File: src/rtl/rv32i_pkg.sv
// Shared RV32I definitions for the writeback path and the load/store unit.
// Holds writeback source encodings, load funct3 values, fault codes, the
// writeback FSM state type and small decode helpers for load requests.
package rv32i_pkg;

  // Writeback result source
  localparam logic [1:0] WB_ALU  = 2'd0;
  localparam logic [1:0] WB_PC4  = 2'd1;
  localparam logic [1:0] WB_LOAD = 2'd2;
  localparam logic [1:0] WB_NONE = 2'd3;

  // Load funct3 encodings
  localparam logic [2:0] F3_LB  = 3'd0;
  localparam logic [2:0] F3_LH  = 3'd1;
  localparam logic [2:0] F3_LW  = 3'd2;
  localparam logic [2:0] F3_LBU = 3'd4;
  localparam logic [2:0] F3_LHU = 3'd5;

  // Fault causes
  localparam logic [1:0] FAULT_NONE     = 2'd0;
  localparam logic [1:0] FAULT_MISALIGN = 2'd1;
  localparam logic [1:0] FAULT_FUNCT3   = 2'd2;
  localparam logic [1:0] FAULT_TIMEOUT  = 2'd3;

  typedef enum logic [1:0] {
    StIdle,
    StWaitLoad,
    StWrite
  } wb_state_e;

  // funct3 values that are not a defined load
  function automatic logic load_funct3_bad(logic [2:0] f3);
    return (f3 == 3'd3) || (f3 == 3'd6) || (f3 == 3'd7);
  endfunction

  // Address not naturally aligned for the access size
  function automatic logic load_misaligned(logic [2:0] f3, logic [1:0] addr_lo);
    logic mis;
    mis = 1'b0;
    if (f3 == F3_LW) begin
      mis = (addr_lo != 2'b00);
    end else if ((f3 == F3_LH) || (f3 == F3_LHU)) begin
      mis = addr_lo[0];
    end
    return mis;
  endfunction

endpackage

File: src/rtl/load_align.sv
// Combinational load data aligner.
// Picks the byte/halfword addressed by addr_lo out of a naturally aligned
// 32-bit word and sign- or zero-extends it according to funct3.
// Ports:
//   funct3  - load type (LB/LH/LW/LBU/LHU)
//   addr_lo - low two address bits
//   rdata   - aligned memory word
//   value   - extended 32-bit result (rdata unchanged for LW or unknown funct3)
module load_align
  import rv32i_pkg::*;
(
  input  logic [2:0]  funct3,
  input  logic [1:0]  addr_lo,
  input  logic [31:0] rdata,
  output logic [31:0] value
);

  logic [31:0] shifted;

  // Move the addressed byte lane down to bit 0
  assign shifted = rdata >> {addr_lo, 3'b000};

  always_comb begin
    value = rdata;
    unique case (funct3)
      F3_LB:   value = {{24{shifted[7]}}, shifted[7:0]};
      F3_LH:   value = {{16{shifted[15]}}, shifted[15:0]};
      F3_LBU:  value = {24'd0, shifted[7:0]};
      F3_LHU:  value = {16'd0, shifted[15:0]};
      default: value = rdata;
    endcase
  end

endmodule

File: src/rtl/regfile_writeback.sv
// RV32I writeback controller driving the register-file write port.
// Accepts one retiring instruction per handshake, selects ALU / PC+4 / load
// result, waits for load data when needed and writes one cycle later.
// Ports:
//   clk, reset            - clock, synchronous active-high reset
//   req_valid/req_ready   - request handshake from execute
//   req_rd, req_src       - destination and result source
//   req_funct3, req_addr_lo - load type and low address bits
//   req_alu, req_pc4      - candidate results
//   mem_rvalid, mem_rdata - load response (single-cycle pulse)
//   rd, we, wrs3          - register-file write port
//   pend_valid, pend_rd   - outstanding destination for hazard logic
//   fault, fault_code     - one-cycle load fault pulse and cause
module regfile_writeback
  import rv32i_pkg::*;
#(
  parameter int unsigned XLEN    = 32,
  parameter int unsigned TIMEOUT = 255
) (
  input  logic            clk,
  input  logic            reset,
  input  logic            req_valid,
  output logic            req_ready,
  input  logic [4:0]      req_rd,
  input  logic [1:0]      req_src,
  input  logic [2:0]      req_funct3,
  input  logic [1:0]      req_addr_lo,
  input  logic [XLEN-1:0] req_alu,
  input  logic [XLEN-1:0] req_pc4,
  input  logic            mem_rvalid,
  input  logic [XLEN-1:0] mem_rdata,
  output logic [4:0]      rd,
  output logic            we,
  output logic [XLEN-1:0] wrs3,
  output logic            pend_valid,
  output logic [4:0]      pend_rd,
  output logic            fault,
  output logic [1:0]      fault_code
);

  localparam int unsigned CntW = (TIMEOUT > 0) ? $clog2(TIMEOUT + 1) : 1;

  wb_state_e       state_q, state_d;
  logic [4:0]      rd_q, rd_d;
  logic [2:0]      funct3_q, funct3_d;
  logic [1:0]      addr_lo_q, addr_lo_d;
  logic            we_q, we_d;
  logic [XLEN-1:0] wrs3_q, wrs3_d;
  logic            fault_q, fault_d;
  logic [1:0]      fault_code_q, fault_code_d;
  logic [CntW-1:0] cnt_q, cnt_d;
  logic [XLEN-1:0] load_val;

  load_align u_load_align (
    .funct3  (funct3_q),
    .addr_lo (addr_lo_q),
    .rdata   (mem_rdata),
    .value   (load_val)
  );

  assign req_ready = (state_q != StWaitLoad);

  always_comb begin
    state_d      = StIdle;
    rd_d         = rd_q;
    funct3_d     = funct3_q;
    addr_lo_d    = addr_lo_q;
    we_d         = 1'b0;
    wrs3_d       = wrs3_q;
    fault_d      = 1'b0;
    fault_code_d = FAULT_NONE;
    cnt_d        = '0;

    if (state_q == StWaitLoad) begin
      if (mem_rvalid) begin
        state_d = StWrite;
        we_d    = (rd_q != 5'd0);
        wrs3_d  = load_val;
      end else begin
        state_d = StWaitLoad;
        if (TIMEOUT != 0) begin
          cnt_d = cnt_q + CntW'(1);
          if (cnt_d == CntW'(TIMEOUT)) begin
            state_d      = StIdle;
            fault_d      = 1'b1;
            fault_code_d = FAULT_TIMEOUT;
            cnt_d        = '0;
          end
        end
      end
    end else if (req_valid) begin
      // IDLE or WRITE: the current write (if any) finishes while accepting
      unique case (req_src)
        WB_ALU, WB_PC4: begin
          state_d = StWrite;
          rd_d    = req_rd;
          we_d    = (req_rd != 5'd0);
          wrs3_d  = (req_src == WB_ALU) ? req_alu : req_pc4;
        end
        WB_LOAD: begin
          if (load_funct3_bad(req_funct3)) begin
            fault_d      = 1'b1;
            fault_code_d = FAULT_FUNCT3;
          end else if (load_misaligned(req_funct3, req_addr_lo)) begin
            fault_d      = 1'b1;
            fault_code_d = FAULT_MISALIGN;
          end else begin
            state_d   = StWaitLoad;
            rd_d      = req_rd;
            funct3_d  = req_funct3;
            addr_lo_d = req_addr_lo;
          end
        end
        default: state_d = StIdle;
      endcase
    end
  end

  always_ff @(posedge clk) begin
    if (reset) begin
      state_q      <= StIdle;
      rd_q         <= 5'd0;
      funct3_q     <= 3'd0;
      addr_lo_q    <= 2'd0;
      we_q         <= 1'b0;
      wrs3_q       <= '0;
      fault_q      <= 1'b0;
      fault_code_q <= FAULT_NONE;
      cnt_q        <= '0;
    end else begin
      state_q      <= state_d;
      rd_q         <= rd_d;
      funct3_q     <= funct3_d;
      addr_lo_q    <= addr_lo_d;
      we_q         <= we_d;
      wrs3_q       <= wrs3_d;
      fault_q      <= fault_d;
      fault_code_q <= fault_code_d;
      cnt_q        <= cnt_d;
    end
  end

  assign rd         = rd_q;
  assign we         = we_q;
  assign wrs3       = wrs3_q;
  assign fault      = fault_q;
  assign fault_code = fault_code_q;

  // rd_q holds the destination of the load in flight or the write in progress
  assign pend_valid = ((state_q == StWaitLoad) || (state_q == StWrite)) && (rd_q != 5'd0);
  assign pend_rd    = pend_valid ? rd_q : 5'd0;

endmodule

File: config.mk
export PLATFORM = sky130hd
export DESIGN_NAME = regfile_writeback
export DESIGN_NICKNAME = d
export VERILOG_FILES = /design/src/rtl/rv32i_pkg.sv /design/src/rtl/load_align.sv /design/src/rtl/regfile_writeback.sv
export SDC_FILE = /design/constraint.sdc
export NUM_CORES = 1
export LEC_CHECK = 0
export ABC_AREA = 1
export CORE_MARGIN = 2
export CORE_UTILIZATION = 41
export CTS_BUF_LIST = sky130_fd_sc_hd__clkbuf_8
export DETAILED_ROUTE_END_ITERATION = 16
export GPL_TIMING_DRIVEN = 0
export HOLD_SLACK_MARGIN = 0.08
export PLACE_DENSITY = 0.8
export SYNTH_ARGS = -nofsm -noshare
export SYNTH_HDL_FRONTEND = slang
export SYNTH_HIERARCHICAL = 1
export SYNTH_SLANG_ARGS = --single-unit
File: constraint.sdc
create_clock -name clk -period 1.45 [get_ports clk]
set_clock_uncertainty 0.1 [all_clocks]
set_input_delay 0.29 -clock clk [delete_from_list [all_inputs] [get_ports clk]]
set_output_delay 0.29 -clock clk [all_outputs]
set_load 0.01 [all_outputs]
---- After elaboration in Yosys (flattened, before gate mapping) ----
Cells that the tools add are included.
cells by class
  add/sub/neg operators ................... 1
  bitwise logic cells ..................... 3
  shift-type cells ........................ 1
  reduce and logical (&&, ||, !) cells .... 18
  equal/unequal tests ..................... 18
  muxes and demuxes ....................... 41
operators by type and width
  cell                   number
  $mux W32               5
  $pmux W32 S4           1
  $shr A32 B5 Y16        1
  $mux W1                21
  $mux W2                9
  $eq A3 B3 Y1 const B   5
  $mux W5                3
  $pmux W5 S2            1
  $reduce_and A5 Y1      2
  $reduce_bool A5 Y1     2
  $add A8 B1 Y8 const B  1
  $eq A8 B8 Y1 const B   1
  $reduce_bool A2 Y1     4
  $eq A3 B1 Y1 const B   2
  $eq A3 B2 Y1 const B   2
  $ne A2 B2 Y1 const B   3
  $eq A2 B1 Y1 const B   2
  $eq A2 B2 Y1 const B   2
  $logic_or A1 B1 Y1     4
  $pmux W2 S2            1
  $reduce_or A4 Y1       1
  $logic_not A3 Y1       1
  $not A1 Y1             3
  $reduce_and A3 Y1      1
  other kinds (4)        4
storage, ports and cells
  word-level logic and storage cells ...... 91
  output and inout bits ................... 48
  bits in registers ....................... 56
  input bits .............................. 112

---- Longest topological paths before layout ----
  depth in word-level cells ............... 13
  mapped depth ............................ 12
  mapped depth without buffers ............ 10

---- By module ----
Netlist, hierarchy kept.
by module, submodules not included
  module             area each (sq um)  seq. area each (sq um)  times used  cells each
  regfile_writeback  2934.1             1121.1                  1           416
  load_align         1017.2             0.0                     1           210

---- Least setup slack after synthesis ----
OpenSTA, ideal clock, no wires.
  path type ............................... flip-flop to flip-flop
  from .................................... reg addr_lo_q[1]
  to ...................................... reg wrs3_q[17], in the netlist wrs3[17]
  stages on the path, launching flop included .. 12
  setup time .............................. 0.120 ns
  required time ........................... 1.230 ns
  path buffers ............................ 3
  slack ................................... -0.070 ns
  clock period less this slack ............ 1.520 ns
  arrival ................................. 1.300 ns
  cell sequence ........................... dfxtp_1 buf_6 inv_4 buf_6 nand3_4 nand3_4 nand2_4 inv_4 buf_12 nand2_2 a21oi_1 a21oi_1
on the way
  cells in the longest elaborated chain, start to end .. 4
ends and longest elaborated chain
  element                 line                      source
  from (decl)             regfile_writeback.sv:46   logic [1:0] addr_lo_q, addr_lo_d;
  from (signal assigned)  regfile_writeback.sv:134  addr_lo_q <= addr_lo_d;
  $shr A32 B5 Y16         load_align.sv:21          assign shifted = rdata >> {addr_lo, 3'b000};
  $pmux W32 S4            load_align.sv:25          unique case (funct3)
  via load_val[17]        regfile_writeback.sv:52   logic [XLEN-1:0] load_val;
  $mux W32                regfile_writeback.sv:75   if (mem_rvalid) begin
  $mux W32                regfile_writeback.sv:74   if (state_q == StWaitLoad) begin
  to (signal assigned)    regfile_writeback.sv:136  wrs3_q <= wrs3_d;
  to (decl)               regfile_writeback.sv:48   logic [XLEN-1:0] wrs3_q, wrs3_d;
The timed path passes the listed nets, and every way through them passes these cells. The select of a mux whose other input is x is not followed.
A chain may end at the register's enable or synchronous reset.

---- Worst setup path in the final report ----
  from .................................... reg rd_q[1], in the netlist rd[1]
  to ...................................... out pend_rd[0]
on the way
  cells in the longest elaborated chain, start to end .. 3
ends and longest elaborated chain
  element                 line                      source
  from (decl)             regfile_writeback.sv:44   logic [4:0] rd_q, rd_d;
  from (signal assigned)  regfile_writeback.sv:132  rd_q <= rd_d;
  $reduce_bool A5 Y1      regfile_writeback.sv:150  assign pend_valid = ((state_q == StWaitLoad) || (state_q == StWrite)) && (rd_q != 5'd0);
  $logic_and A1 B1 Y1     regfile_writeback.sv:150
  $mux W5                 regfile_writeback.sv:151  assign pend_rd = pend_valid ? rd_q : 5'd0;
  to (decl)               regfile_writeback.sv:36   output logic [4:0] pend_rd,
Every way passes these cells.

==> reports/qor_table.md <==
| Stage | Parameter | This run |
|:---|:---|:---|
| status | Status | finished, violations left |
| status | Failing checks | negative setup slack |
| drt | Post-route ant nets | 0 |
| drt | Routed WL | 17,600 µm |
| critical path | Biggest fanout along the worst timing path | 5 |
| placed design | Placed Instance Area | 5850 µm² |
| finish | Nets | 966 |
| clock tree | Total number of H-tree levels | 2 |
| critical path | Type of destination of the critical path | primary output |
| power and ir drop | Power density cells | 596 nW/µm² |
| synthesis | Number of standard cells after synthesis | 626 |
| synthesis | Adder-cell share of the synthesized area | 0.950% |
| clock tree | Clock Latency Late Sink | 0.32 ns |
| timing | Final Setup Violations | 62 |
| critical path | Reg-to-reg startpoint | addr_lo_q[0] |
| worst hold path | Hold path start | req_funct3[0] |
| synthesis | Post-synthesis cell area | 3950 µm² |
| synthesis | Dominant cell type by area after synthesis | sky130_fd_sc_hd__dfxtp_1 |
| clock tree | TritonCTS Buffers | 5 |
| timing | Max-slew headroom at the worst pin | 52.4% |
| timing | Transition time at the pin with the least slew margin | 0.714 ns |
| critical path | Arrival time at the worst endpoint | 1.34 ns |
| global routing | Wire length of the first global-routing pass | 24,000 µm |
| placed design | Port bufs | 159 |
| timing | Final-report max-slew violation count | 0 |
| critical path | Endpoint of the worst-slack reg-to-reg timing path | wrs3[26] |
| finish | Core occupancy in the finished layout | 79.3% |
| placed design | Weighted congestion at the end of routability-driven global placement | 0.952 |
| global routing | GRT Residual Overflow | 0 |
| drt | DR pass1 iterations | 5 |
| synthesis | Fraction of the mapped netlist area in simple logic gates | 33.3% |
| synthesis | Largest family of logic cells by synthesized area | simple AND/OR/NAND/NOR gates |
| synthesis | Share of cell area taken by muxes after synthesis | 0% |
| die | Number of cell rows | 35 |
| synthesis | Synth top cells by count | sky130_fd_sc_hd__nand2_1, sky130_fd_sc_hd__a21oi_1, sky130_fd_sc_hd__inv_1 |
| power and ir drop | Maximum ir drop on the vdd rail | 0.000531 V |
| placed design | Post-placement worst setup slack | -0.819 ns |
| synthesis | Synthesized-area fraction occupied by ao, oa, aoi and oai cells | 23.5% |
| synthesis | Area contributors post-synth | sky130_fd_sc_hd__dfxtp_1, sky130_fd_sc_hd__nand2_1, sky130_fd_sc_hd__a21oi_1, sky130_fd_sc_hd__o211ai_1, sky130_fd_sc_hd__inv_1 |
| die | Starting utilization of the core area | 42.6% |
| critical path | Path depth of the worst reg2reg path | 11 |
| die | I/O pins | 160 |
| global routing | Number of antenna violations at the first check in global routing | 0 |
| synthesis | Yosys reg bits | 56 |
| finish | Register area | 1150 µm² |
| timing | Post-layout min period | 1.73 ns |
| drt | Routed vias | 5,341 |
| timing | Final Hold Fails | 0 |
| placed design | HPWL after DPL | 11,300 µm |
| worst hold path | Endpoint of the worst hold path | funct3_q[0] |
| synthesis | Most instantiated flip-flop cell in the synthesis netlist | sky130_fd_sc_hd__dfxtp_1 |
| worst hold path | Worst min-delay path category | primary input to flip-flop |
| synthesis | Area fraction of the dominant cell type after synthesis | 28.4% |
| timing | RSZ-0062 raised after global routing | yes |
| synthesis | Number of enable flip-flop cells after synthesis | 0 |
| critical path | Worst setup path class | flip-flop to primary output |
| finish | Number of filler cells placed in the layout | 649 |
| global routing | Maximum number of pins on one net before global-route repair | 20 |
| job | Max capacitance violation total | 0 |
| clock tree | Number of buffers between clock root and the deepest sink | 2 |
| global routing | Total global-route track usage | 29.4% |
| timing | Hold slack final | 0.322 ns |
| synthesis | Average instance area after synthesis | 6.31 µm² |
| clock tree | Number of hold buffers added after cts | 0 |
| synthesis | Register area share after synthesis | 28.4% |
| finish | Synth-to-layout area growth | 86.4% |
| clock tree | Clk sinks | 56 |
| die | Chip width | 102 µm |
| worst hold path | Number of cells traversed by the worst hold path | 3 |
| finish | Post-layout instance area | 7360 µm² |
| clock tree | CTS tree | built |
| synthesis | Post-synthesis net count | 741 |
| critical path | Register-to-register path setup slack | -0.28 ns |
| timing | Maximum clock frequency | 579 MHz |
| critical path | Worst path required time | 1.06 ns |
| synthesis | Parity-gate share of the synthesized area counting xor and xnor cells | 0% |
| critical path | Startpoint class of the critical path | flip-flop |
| synthesis | Ys async rst share | 0% |
| synthesis | Synth cell types | 28 |
| finish | Combined area of the multi-input logic cells | 3090 µm² |
| die | Core area | 9280 µm² |
| synthesis | Yosys warning count | 6 |
| drt | Number of vias per cell after detailed routing | 5.44 |
| finish | Fraction of layout instances using a drive strength above 1 | 36.6% |
| synthesis | Most instantiated library cell after synthesis | sky130_fd_sc_hd__nand2_1 |
| die | Die outline height | 102 µm |
| drt | Remaining design rule violation count | 0 |
| global routing | Via count of the first global-routing pass | 4,966 |
| drt | Wirelength per Cell | 18.0 µm |
| timing | Tcrit/Tclk final | 119% |
| clock tree | Worst-path clk slew | 0.12 ns |
| timing | Final setup slack of the worst path | -0.277 ns |
| die | Floorplan die area | 10,400 µm² |
| power and ir drop | Leak | 3.16 nW |
| finish | Number of antenna repair diodes | 0 |
| clock tree | Cell at the root of the clock tree | sky130_fd_sc_hd__clkbuf_8 |
| drt | Drt first-iter violations | 353 |
-- cells by family (layout without fill, tap and decap cells) --
group           count (synthesis)  count (layout)
simple gates                  288             289
flops                          56              56
buf+inv                       115             340
compound gates                164             164
fa+ha+maj                       3               3
-- routing by layer --
layer	part of all wire, %	track usage [%]	routed length [µm]	vias up
met4	5.1	13.5	905	0
met3	7.1	3.69	1250	81
met5	0	0	0	-
li1	-	-	-	2501
met2	49	51.2	8570	294
met1	39	36.1	6880	2465
-- placed cells by master, fill, tap and decap left out, types with 10 or more instances in the layout --
cell	n
sky130_fd_sc_hd__nand4_1	10
sky130_fd_sc_hd__dlygate4sd2_1	44
sky130_fd_sc_hd__o21ai_2	24
sky130_fd_sc_hd__nor2_1	29
sky130_fd_sc_hd__o211ai_1	38
sky130_fd_sc_hd__o21ai_0	11
sky130_fd_sc_hd__a21oi_1	30
sky130_fd_sc_hd__clkdlybuf4s50_1	108
sky130_fd_sc_hd__buf_6	19
sky130_fd_sc_hd__a21oi_2	42
sky130_fd_sc_hd__nand2_4	16
sky130_fd_sc_hd__nand2_1	134
sky130_fd_sc_hd__dfxtp_2	10
sky130_fd_sc_hd__inv_1	64
sky130_fd_sc_hd__buf_4	40
sky130_fd_sc_hd__nand3_4	10
sky130_fd_sc_hd__dfxtp_1	42
sky130_fd_sc_hd__nor2_2	16
sky130_fd_sc_hd__nand2_2	28
sky130_fd_sc_hd__nand3_1	16
sky130_fd_sc_hd__nor2_4	16
-- registers in the layout, summed over array words and instances, names as in the netlist --
signal and cells:
wrs3 32, cnt_q 8, rd 5, funct3_q 3, addr_lo_q 2, fault_code 2, state_q 2, fault 1
we 1
-- power breakdown --
part / leakage, nW / total, W / internal [W] / switching, W
combinational: 2.65 / 0.00171 / 0.000869 / 0.000845
clock: 0.0463 / 0.000977 / 0.000358 / 0.000619
sequential: 0.467 / 0.00170 / 0.00163 / 0.0000719
total: 3.16 / 0.00439 / 0.00285 / 0.00154
-- what timing repair did --
item                                   in CTS  in global routing
gates resized for setup                   200                166
pin swaps                                  28                 53
buffers inserted                           36                 17
setup endpoints to repair                 104                 63
endpoints found under the hold margin       0                  0
gates cloned                                4                  4
-- critical path, cell delays in order (launching register included) --
cell,delay (ns)
sky130_fd_sc_hd__dfxtp_4,0.38
sky130_fd_sc_hd__nor3_4,0.20
sky130_fd_sc_hd__nand3_2,0.12
sky130_fd_sc_hd__nand2_4,0.13
sky130_fd_sc_hd__nor2_2,0.04
sky130_fd_sc_hd__buf_2,0.14
-- cell type report --
cell class	count	area share, %
buffer	36	4.88
clock buffer	5	0.935
clock inverter	3	0.374
inverter	78	4.96
multi-input combinational	456	41.9
sequential	56	15.6
tap	129	2.19
timing repair buffer	218	29.1
-- how the worst max path moves through the flow --
stage               cells past startpoint  slack [ns]          to  startpoint
global route                            5       -0.35  pend_rd[2]       rd[1]
CTS                                     5       -0.25  pend_rd[3]       rd[3]
floorplan                              12       -0.05    wrs3[25]  state_q[1]
detailed placement                      5       -0.82    wrs3[13]  req_src[0]
finish                                  5       -0.28  pend_rd[0]       rd[1]
global placement                        5       -0.78    wrs3[13]  req_src[0]
-- per-stage QoR --
stage          power, W  std cells  TNS [ns]
6_report        0.00439        981    -11.04
5_1_grt         0.00455        981    -14.47
4_1_cts         0.00408        962    -10.40
3_5_place_dp    0.00298        914    -29.45
3_3_place_gp    0.00296        914    -26.57
2_1_floorplan   0.00232        626     -1.15
No activity file was read; power rests on OpenSTA's default activity.
